### config.mk
export PLATFORM = sky130hd
export DESIGN_NAME = uart_rx
export DESIGN_NICKNAME = d
export VERILOG_FILES = /design/src/rtl/uart_pkg.sv /design/src/rtl/uart_rx_sync.sv /design/src/rtl/uart_rx.sv
export SDC_FILE = /design/constraint.sdc
export NUM_CORES = 1
export LEC_CHECK = 0
export ABC_AREA = 1
export ABC_CLOCK_PERIOD_IN_PS = 4700
export CAP_MARGIN = 20
export CORE_UTILIZATION = 35
export DETAILED_ROUTE_END_ITERATION = 8
export GPL_TIMING_DRIVEN = 0
export MAX_ROUTING_LAYER = met4
export SYNTH_ARGS = -nofsm -noshare
export SYNTH_HDL_FRONTEND = slang
export SYNTH_SLANG_ARGS = --single-unit
### constraint.sdc
create_clock -name clock -period 4.7 [get_ports clock]
set_input_delay 0.94 -clock clock [delete_from_list [all_inputs] [get_ports clock]]
set_output_delay 0.94 -clock clock [all_outputs]
set_load 0.05 [all_outputs]
### src/rtl/uart_pkg.sv
// Shared UART definitions for the transmitter and the receiver.
// No logic of its own; zero latency.
// No flow control; constants and helpers only.
package uart_pkg;

  // FSM state encoding shared by both ends of the link
  typedef enum logic [1:0] {
    IDLE  = 2'b00,
    START = 2'b01,
    DATA  = 2'b10,
    STOP  = 2'b11
  } uart_state_t;

  localparam int DATA_BITS  = 8;
  localparam int FRAME_BITS = 9;  // data bits plus the parity bit

  // Even parity over data plus parity bit: 1 means the frame is inconsistent
  function automatic logic parity(input logic [FRAME_BITS-1:0] v);
    return ^v;
  endfunction

endpackage

### src/rtl/uart_rx_sync.sv
// Multi-flop synchronizer for the asynchronous serial input, resets to idle (1).
// Latency: STAGES clocks from pin to output.
// No flow control; samples every clock.
module uart_rx_sync #(
  parameter int STAGES = 2
) (
  input  logic clock,
  input  logic reset_n,
  input  logic d,
  output logic q
);

  logic [STAGES-1:0] ff;

  // Shift the raw line through the synchronizer chain
  always_ff @(posedge clock or negedge reset_n) begin
    if (!reset_n) begin
      ff <= '1;
    end else begin
      ff <= {ff[STAGES-2:0], d};
    end
  end

  assign q = ff[STAGES-1];

endmodule

### src/rtl/uart_rx.sv
// UART receiver: start, 8 data LSB first, even parity, stop; oversampled at mid-bit.
// Latency: outputs update 1 clock after the mid-stop-bit rx_tick.
// No flow control: data_out is overwritten by the next completed frame.
module uart_rx
  import uart_pkg::*;
#(
  parameter int OVERSAMPLE  = 16,
  parameter int SYNC_STAGES = 2
) (
  input  logic       clock,
  input  logic       reset_n,
  input  logic       rx_tick,
  input  logic       rx,
  output logic [7:0] data_out,
  output logic       rx_done,
  output logic       parity_err,
  output logic       frame_err,
  output logic       rx_busy
);

  localparam int TW = $clog2(OVERSAMPLE);
  localparam logic [TW-1:0] MID_START = TW'(OVERSAMPLE / 2 - 1);
  localparam logic [TW-1:0] TICK_LAST = TW'(OVERSAMPLE - 1);
  localparam logic [3:0]    LAST_BIT  = 4'(FRAME_BITS - 1);

  uart_state_t           state;
  logic [TW-1:0]         tick_cnt;
  logic [3:0]            bit_cnt;
  logic [FRAME_BITS-1:0] shreg;
  logic                  rx_s;
  // Set once the line has been seen idle in IDLE; a break must go high
  // again before a new start bit is accepted.
  logic                  armed;

  uart_rx_sync #(
    .STAGES (SYNC_STAGES)
  ) u_sync (
    .clock   (clock),
    .reset_n (reset_n),
    .d       (rx),
    .q       (rx_s)
  );

  // Receive FSM with registered outputs, advancing only on rx_tick
  always_ff @(posedge clock or negedge reset_n) begin
    if (!reset_n) begin
      state      <= IDLE;
      tick_cnt   <= '0;
      bit_cnt    <= '0;
      shreg      <= '0;
      armed      <= 1'b0;
      data_out   <= '0;
      rx_done    <= 1'b0;
      parity_err <= 1'b0;
      frame_err  <= 1'b0;
      rx_busy    <= 1'b0;
    end else begin
      rx_done <= 1'b0;
      if (rx_tick) begin
        case (state)
          IDLE: begin
            if (rx_s) begin
              armed <= 1'b1;
            end else if (armed) begin
              state    <= START;
              tick_cnt <= '0;
              rx_busy  <= 1'b1;
            end
          end
          START: begin
            if (tick_cnt == MID_START) begin
              if (!rx_s) begin
                state    <= DATA;
                tick_cnt <= '0;
                bit_cnt  <= '0;
              end else begin
                // Start bit did not hold to its centre: treat as a glitch
                state   <= IDLE;
                rx_busy <= 1'b0;
              end
            end else begin
              tick_cnt <= tick_cnt + 1'b1;
            end
          end
          DATA: begin
            if (tick_cnt == TICK_LAST) begin
              shreg    <= {rx_s, shreg[FRAME_BITS-1:1]};
              tick_cnt <= '0;
              bit_cnt  <= bit_cnt + 1'b1;
              if (bit_cnt == LAST_BIT) begin
                state <= STOP;
              end
            end else begin
              tick_cnt <= tick_cnt + 1'b1;
            end
          end
          STOP: begin
            if (tick_cnt == TICK_LAST) begin
              data_out   <= shreg[DATA_BITS-1:0];
              parity_err <= parity(shreg);
              frame_err  <= ~rx_s;
              rx_done    <= 1'b1;
              rx_busy    <= 1'b0;
              tick_cnt   <= '0;
              // Leaving at mid-stop catches a start bit with zero idle gap
              state      <= IDLE;
              armed      <= rx_s;
            end else begin
              tick_cnt <= tick_cnt + 1'b1;
            end
          end
          default: begin
            state   <= IDLE;
            rx_busy <= 1'b0;
          end
        endcase
      end
    end
  end

endmodule

==> results_dict.tcl <==
set metrics [dict create \
    portBuffers 15 \
    first_pass_iters 6 \
    gp_congestion 0.785 \
    synth-seq-area-share 0.497 \
    regToRegSetupSlack_ns 2.98 \
    postCtsSetupBuffers 0 \
    layout-area-overhead-vs-synth_pct 17.9 \
    critPathBufInv 1 \
    cellPowerDensity_nw_per_um2 434 \
    cp_top_family "buffers and inverters" \
    ir_worst_vdd_v 0.000175 \
    synth.most_common_cell "nand2_1" \
    path_cells "clkdlybuf4s50_1" \
    worstHoldStart "u_sync.ff[0]" \
    post-synth-top-area-fraction 0.466 \
    reg2reg_from "tick_cnt[0]" \
    status "finished, final reports clean" \
    slew_viol_final 0 \
    ant_nets 0 \
    min_to "u_sync.ff[1]" \
    globalRouteOverflowTotal 0 \
    yosysWarnings 0 \
    min_period_ns 2.39 \
    placed_cell_area_sq_um 1950 \
    fmax_mhz 419 \
    core_sq_um 4720 \
    worst_clock_skew_ns 0.00751 \
    ios 16 \
    synth_edf_count 0 \
    die_area_sq_um 5190 \
    slowest_stage "clkdlybuf4s50_1" \
    p_leak_nw 0.996 \
    finalSetupViolCount 0 \
    max_slew_margin 0.495 \
    dp_hpwl_um 2230 \
    crit_type "reg2out" \
    synth.distinct_cells 25 \
    critPathLaunchType "flip-flop" \
    end_kind "output port" \
    fin_area_sq_um 2030 \
    synthTopCellsByCount "nand2_1 (66), dfrtp_1 (32), inv_1 (23)" \
    clock_latency_ns 0.29 \
    viasPerCell 4.45 \
    grtUsageTotal 0.139 \
    wl_um 3100 \
    fin_cells 289 \
    rsz0062_at_grt "no" \
    post-route-drc-count 0 \
    async_flop_share 1.00 \
    grt_max_degree 35 \
    min_path_type "reg2reg" \
    final-hold-violation-count 0 \
    worst_slew_pin_slew_ns 0.757 \
    synth.avg_cell_area_sq_um 8.59 \
    h-tree-depth 2 \
    cp.arrival_ns 1.45 \
    grt_pass1_wl_um 5480 \
    dp_slack_ns 2.20 \
    post-route-worst-setup-slack_ns 2.31 \
    critical_path.max_fanout 2 \
    antenna_found_initial 0 \
    hold_buffers 0 \
    drv_cap 0 \
    cts_buffer_depth 2 \
    synth-seq-cells 34 \
    drtIter0Drc 69 \
    die_w_um 72.1 \
    die_height_um 72.1 \
    diodes 0 \
    cts_tree "built" \
    period_share 0.508 \
    drive_gt1_frac 0.149 \
    synth_ff_type "dfrtp_1" \
    critPathMaxStageDelay_ns 0.80 \
    cp_num_cells 1 \
    cts_resized 0 \
    required_ns 3.76 \
    num_vias 1286 \
    netlist_area_sq_um 1720 \
    synth_top_area_cell "dfrtp_1" \
    numClockSinks 34 \
    grt_pass1_vias 1187 \
    hold_depth 0 \
    final_nets 229 \
    cts_buffers 5 \
    route.detailed.wl_per_inst_um 10.7 \
    r2r-end "data_out[7]" \
    clk_pin_slew_ns 0.07 \
    start_util 0.364 \
    syn_inst 200 \
    rr_worst_depth 8 \
    cts-root-buf "clkbuf_8" \
    fillers 469 \
    tns_ns 0 \
    synth_nets 207 \
    ys_top_cells_by_area "dfrtp_1 (47%), nand2_1 (14%), o21ai_2 (5.6%)" \
    dpl.cell_count 282 \
    fp-row-count 25 \
]
layer usage:
layer  global-route usage  routed length, um  vias up
met5                    -                  0        -
met4               0.0719                 75        0
met3               0.0250                 97        8
met2                0.200               1320       26
met1                0.185               1600      578
li1                     -                  -      674
final cells by class:
type / instances / area (sq um) / area share
buffer: 3 / 42.5 / 0.0210
clock buffer: 5 / 68.8 / 0.0340
clock inverter: 2 / 10.0 / 0.00494
inverter: 26 / 97.6 / 0.0482
multi-input combinational: 137 / 724 / 0.358
sequential: 34 / 853 / 0.421
tap: 67 / 83.8 / 0.0414
timing repair buffer: 15 / 145 / 0.0716
worst max-delay path by stage:
stage	to	from	slack [ns]
floorplan	parity_err	rx_tick	3.05
global placement	data_out[1]	reset_n	1.94
detailed placement	data_out[5]	rx_tick	2.20
CTS	data_out[7]	data_out[7]	2.30
global route	data_out[7]	data_out[7]	2.26
finish	data_out[7]	data_out[7]	2.31
report_power, final:
| group | internal, mW | switching, mW |
|---|---|---|
| Sequential | 0.339 | 0.0412 |
| Clock | 0.0993 | 0.102 |
| Combinational | 0.101 | 0.196 |
| Total | 0.539 | 0.339 |
state kept, by name, indices dropped and copies added (netlist names), named ones only:
| name | count |
|---|---|
| shreg | 9 |
| data_out | 8 |
| bit_cnt | 4 |
| tick_cnt | 4 |
| u_sync.ff | 2 |
| armed | 1 |
| frame_err | 1 |
| parity_err | 1 |
| rx_busy | 1 |
| rx_done | 1 |
| state | 1 |
placed cells by master (no fill, tap or decap), types with 2 or more instances in the layout:
cell type,count
nand2_1,66
dfrtp_1,32
inv_1,23
o21ai_0,16
clkdlybuf4s50_1,14
nor2_1,12
nand3_1,12
o21ai_2,11
clkbuf_8,5
xor2_1,4
inv_2,3
ha_1,3
buf_6,2
nand2_4,2
clkinv_2,2
dfstp_2,2
stage by stage:
stage	utilization	total power [mW]	hold slack, ns
finish	0.429	0.879	0.358
CTS	0.429	0.886	0.358
global route	0.429	0.940	0.363
global placement	0.413	0.677	0.346
detailed placement	0.412	0.683	0.348
floorplan	-	0.612	0.345
cell families after synthesis:
family / Yosys count / share of synthesized area
fa+ha+maj: 3 / 0.0219
xor+xnor: 4 / 0.0204
flops: 34 / 0.497
buf+inv: 29 / 0.0816
compound gates: 31 / 0.119
simple gates: 99 / 0.261
(Power assumes the default switching activity.)
